===== src/rtl/instr_sequencer.sv =====
// instr_sequencer: multi-cycle fetch/decode/execute sequencer for the SISC datapath
//   clk, rst     : clock, synchronous active-high reset
//   im_req/addr  : instruction fetch request and address (= pc)
//   im_ack/data  : memory accept, fetched word valid the same cycle
//   stat         : condition codes from statreg, used to resolve branches
//   ir, pc       : instruction register and program counter
//   rf_we, stat_en, alu_op, wb_sel, rd_sel : datapath control strobes
//   halted       : high while stopped on HALT
//   illegal      : one-cycle pulse while decoding an unknown opcode
module instr_sequencer #(
   parameter int PC_W = 16,
   parameter logic [PC_W-1:0] RESET_PC = '0
) (
   input  logic            clk,
   input  logic            rst,
   output logic            im_req,
   output logic [PC_W-1:0] im_addr,
   input  logic            im_ack,
   input  logic [31:0]     im_data,
   input  logic [3:0]      stat,
   output logic [31:0]     ir,
   output logic [PC_W-1:0] pc,
   output logic            rf_we,
   output logic            stat_en,
   output logic [1:0]      alu_op,
   output logic            wb_sel,
   output logic            rd_sel,
   output logic            halted,
   output logic            illegal
);
   typedef enum logic [2:0] {S_FETCH, S_DECODE, S_EXEC, S_WB, S_HALT} state_t;
   state_t state;
   logic [3:0] op, fop;
   logic known, is_alu, is_br, hit, taken;
   logic [PC_W-1:0] target;
   assign im_addr = pc;
   assign op      = ir[31:28];
   assign fop     = im_data[31:28];
   assign known   = fop inside {4'h0, 4'h1, 4'h2, 4'h4, 4'h5, 4'h6, 4'hF};
   assign is_alu  = op == 4'h1 || op == 4'h2;
   assign is_br   = op inside {4'h4, 4'h5, 4'h6};
   assign hit     = |(stat & ir[27:24]);
   assign taken   = op == 4'h6 ? !hit : hit;
   // pc has already advanced past the branch, so BRR is relative to the next instruction
   assign target  = op == 4'h5 ? pc + ir[PC_W-1:0] : ir[PC_W-1:0];
   // Outputs are registered: each transition loads the strobes of the state being entered.
   always_ff @(posedge clk) begin
      if (rst) begin
         state   <= S_FETCH;
         pc      <= RESET_PC;
         ir      <= '0;
         im_req  <= 1'b0;
         rf_we   <= 1'b0;
         stat_en <= 1'b0;
         alu_op  <= 2'b00;
         wb_sel  <= 1'b0;
         rd_sel  <= 1'b0;
         halted  <= 1'b0;
         illegal <= 1'b0;
      end else begin
         case (state)
            S_FETCH: begin
               // right after reset im_req is still low; raise it first, ack is ignored until then
               if (!im_req) im_req <= 1'b1;
               else if (im_ack) begin
                  ir      <= im_data;
                  pc      <= pc + PC_W'(1);
                  im_req  <= 1'b0;
                  illegal <= !known;
                  state   <= S_DECODE;
               end
            end
            S_DECODE: begin
               illegal <= 1'b0;
               if (op == 4'hF) begin
                  halted <= 1'b1;
                  state  <= S_HALT;
               end else if (is_alu) begin
                  stat_en <= 1'b1;
                  alu_op  <= op == 4'h1 ? 2'b01 : 2'b10;
                  state   <= S_EXEC;
               end else if (is_br) state <= S_EXEC;
               else begin
                  im_req <= 1'b1;
                  state  <= S_FETCH;
               end
            end
            S_EXEC: begin
               stat_en <= 1'b0;
               if (is_alu) begin
                  rf_we  <= 1'b1;
                  wb_sel <= 1'b1;
                  rd_sel <= op == 4'h1;
                  state  <= S_WB;
               end else begin
                  if (taken) pc <= target;
                  im_req <= 1'b1;
                  state  <= S_FETCH;
               end
            end
            S_WB: begin
               rf_we  <= 1'b0;
               wb_sel <= 1'b0;
               rd_sel <= 1'b0;
               alu_op <= 2'b00;
               im_req <= 1'b1;
               state  <= S_FETCH;
            end
            default: state <= S_HALT;
         endcase
      end
   end
endmodule


===== config.mk =====
export PLATFORM = sky130hd
export DESIGN_NAME = instr_sequencer
export DESIGN_NICKNAME = d
export VERILOG_FILES = /design/src/rtl/instr_sequencer.sv
export SDC_FILE = /design/constraint.sdc
export NUM_CORES = 1
export LEC_CHECK = 0
export ABC_AREA = 1
export ABC_CLOCK_PERIOD_IN_PS = 3600
export CAP_MARGIN = 10
export CORE_MARGIN = 3
export CORE_UTILIZATION = 45
export CTS_CLUSTER_DIAMETER = 100
export DETAILED_ROUTE_END_ITERATION = 10
export GPL_TIMING_DRIVEN = 0
export HOLD_SLACK_MARGIN = 0.15
export PLACE_DENSITY_LB_ADDON = 0.05
export SLEW_MARGIN = 15
export SYNTH_ARGS = -nofsm -noshare
export SYNTH_HDL_FRONTEND = slang
export SYNTH_SLANG_ARGS = --single-unit

===== constraint.sdc =====
create_clock -name clk -period 3.6 [get_ports clk]
set_input_delay 0.9 -clock clk [delete_from_list [all_inputs] [get_ports clk]]
set_output_delay 0.9 -clock clk [all_outputs]
set_load 0.02 [all_outputs]

==> qor.txt <==
vias in the first global route: 4023
routability cong.: 0.8769
Vias/cell: 5.252
nature of the critical path endpoint: output port
Antenna Nets Post-Route: 0
design area: 0.005246 mm²
final setup fails: 0
share of power burned in registers: 36.3%
core area: 0.007968 mm²
sequential share of the synthesized area: 31.03%
Slew @ Worst Pin: 0.7180 ns
IO Pins: 112
CTS tree: yes
Hold Path Class: flop to flop
DR iter-0 viols: 230
first-pass GRT wire length: 19.44 mm
CP Cell Sequence: buf_4 > clkdlybuf4s50_1
uppermost layer routed: met4
final hold vios: 0
Net Count, Synth: 642
Avg Cell Area, Syn: 6.495 µm²
initial antenna violation count: 0
initial core utilization: 47.77%
Async SR Flop Fraction: 0%
FMAX: 389.3 MHz
I/O Buffers: 111
worst skew pair latency: 0.34 ns
cts repair resizes: 0
WL per Instance: 15.04 µm
DR WL met3: 853 µm
post-synth cell types: 38
Synth Flop Type: dfxtp_1
worst path bufs/invs: 2
TritonCTS Sinks: 59
Lkg Pwr: 2.249 nW
Mapped Cells: 586
Met2 Wirelength: 5.902 mm
Gate power share: 35.9%
CP max stage cell: clkdlybuf4s50_1
Post-synth EDFFs: 0
clock power share: 27.9%
CTS buffer count: 9
overall global routing resource usage: 24.86%
switch share: 36.21%
YS warnings: 0
DR pass1 iterations: 5
area added between synthesis and finish: 37.84%
fin cells: 814
chip width: 97.97 µm
remaining global-route overflow: 0
crit path max fanout: 9
CP Data Arrival Time: 1.67 ns
Clock Skews: 0.01089 ns
Post-DP Area: 0.005045 mm²
Synth Register Bits: 59
DP HPWL: 9.454 mm
met1 WL: 5.246 mm
sw power: 0.8240 mW
CP max stage delay: 0.60 ns
worst endpoint required time: 2.70 ns
Int Power: 1.451 mW
startpoint type of the worst setup path: flop
Post-Syn Area: 0.003806 mm²
Hold WS: 0.4763 ns
Pins Over Slew Limit: 0
root buffer cell: clkbuf_8
drc violations: 0
maxcap violations: 0
status: finished, final reports clean
diodes inserted: 0
commonest non-fill, non-tap cell in the layout: clkdlybuf4s50_1
crit path time final: 2.569 ns
kind of critical path: flop to output port
H-tree depth: 3
Final #Nets: 764
full die area: 0.009597 mm²
Via Count: 4275
largest net degree at the start of global routing: 11
Setup Buffers After CTS: 0
Max VDD drop: 332.1 µV
Clk pin slew, worst setup/hold paths: 0.07 ns
PwrDens: 433.7 mW/mm²
post-placement cell count: 799
setup_tns: 0 ns
hold buffers post-CTS: 0
CTS max path bufs: 2
share of cells above drive strength 1: 8.006%
row cnt: 32
Period Utilization, post-route: 71.35%
Rel. slew slack: 52.13%
most frequent cells in the layout: 111 x clkdlybuf4s50_1, 107 x nand2_1, 86 x nor2_1, 66 x a21oi_1, 64 x inv_1
RSZ-0062 raised after global routing: no
delay-heaviest family, CP: buffers and inverters
Die Ht: 97.97 µm
final wirelength: 12.24 mm
==> synthesized netlist by cell type (3+ instances only) <==
master    count  area (µm²)
buf_2         4       20.02
a21oi_2       4       35.03
buf_4        17       127.6
nor3_1        6       30.03
a21oi_1      66       330.3
inv_2         3       11.26
nand2_1     107       401.6
nor2_1       86       322.8
ha_1         16       200.2
dfxtp_1      59        1181
o21ai_0      55       275.3
xnor2_1       3       26.28
inv_1        64       240.2
nand4_1       5       31.28
xor2_1        8       70.07
nand3_1      33       165.2
a211oi_1      5       37.54
o21ai_1       7       35.03
clkbuf_1     12       45.04
==> layer usage <==
layer / global-route usage, % / vias up
met4: 7.881 / 0
met5: 0 / -
met3: 4.643 / 19
met1: 31.48 / 1949
li1: - / 2141
met2: 42.67 / 166
==> worst paths after layout <==
check | startpoint | end | slack, ns | cells past startpoint
worst min-delay path | wb_sel | wb_sel | 0.48 | 2
worst min register to register | wb_sel | wb_sel | 0.48 | 2
worst max register to register | im_addr[0] | im_addr[8] | 1.44 | 11
worst max-delay path | im_addr[9] | pc[9] | 1.03 | 2
==> registers in the layout, summed over array words and instances (netlist names) <==
register / flops
ir: 32
im_addr: 16
state: 3
alu_op: 2
halted: 1
illegal: 1
im_req: 1
rd_sel: 1
stat_en: 1
wb_sel: 1
==> power groups by stage <==
| stage | Combinational [mW] | Clock, mW | Sequential (mW) |
|---|---|---|---|
| finish | 0.816 | 0.634 | 0.825 |
| global route | 0.890 | 0.673 | 0.837 |
| CTS | 0.820 | 0.638 | 0.821 |
| detailed placement | 0.816 | 0 | 0.836 |
| global placement | 0.804 | 0 | 0.833 |
| floorplan | 0.418 | 0 | 0.888 |
==> logic make-up after synthesis <==
logic type | share of synthesized area, %
and+or+nand+nor | 27.68
AOI/OAI and AO/OA | 20.15
buffers and inverters | 12.82
DFF | 31.03
adders and majority gates | 5.786
xor gates and xnor gates | 2.531
==> worst register-to-register path: stages, from the launching register on <==
cell,delay (ns)
dfxtp_1,0.38
ha_1,0.26
fa_1,0.39
nand2_1,0.13
nand2_1,0.07
nand2_1,0.07
nand2_1,0.10
nand2_1,0.08
nand2_1,0.06
xor2_1,0.13
o21ai_0,0.25
a21oi_1,0.11
==> final cells by class <==
type / instances / area [µm²]
Sequential cell: 59 / 1181
Timing Repair Buffer: 111 / 1111
Buffer: 36 / 230.2
Clock inverter: 4 / 50.05
Tap cell: 102 / 127.6
Multi-Input combinational cell: 423 / 2137
Fill cell: 737 / 2721
Clock buffer: 11 / 151.4
Inverter: 68 / 257.7
==> per-stage QoR <==
stage | utilization (%) | total power, mW | setup slack (ns)
final | 65.84 | 2.275 | 1.031
after global routing | 65.84 | 2.400 | 0.9757
after CTS | 65.84 | 2.279 | 1.048
after detailed placement | 63.32 | 1.651 | 1.029
after global placement | 63.32 | 1.637 | 0.9964
after floorplan | - | 1.305 | 1.684
Note: power is estimated with default switching activity, not from simulation.
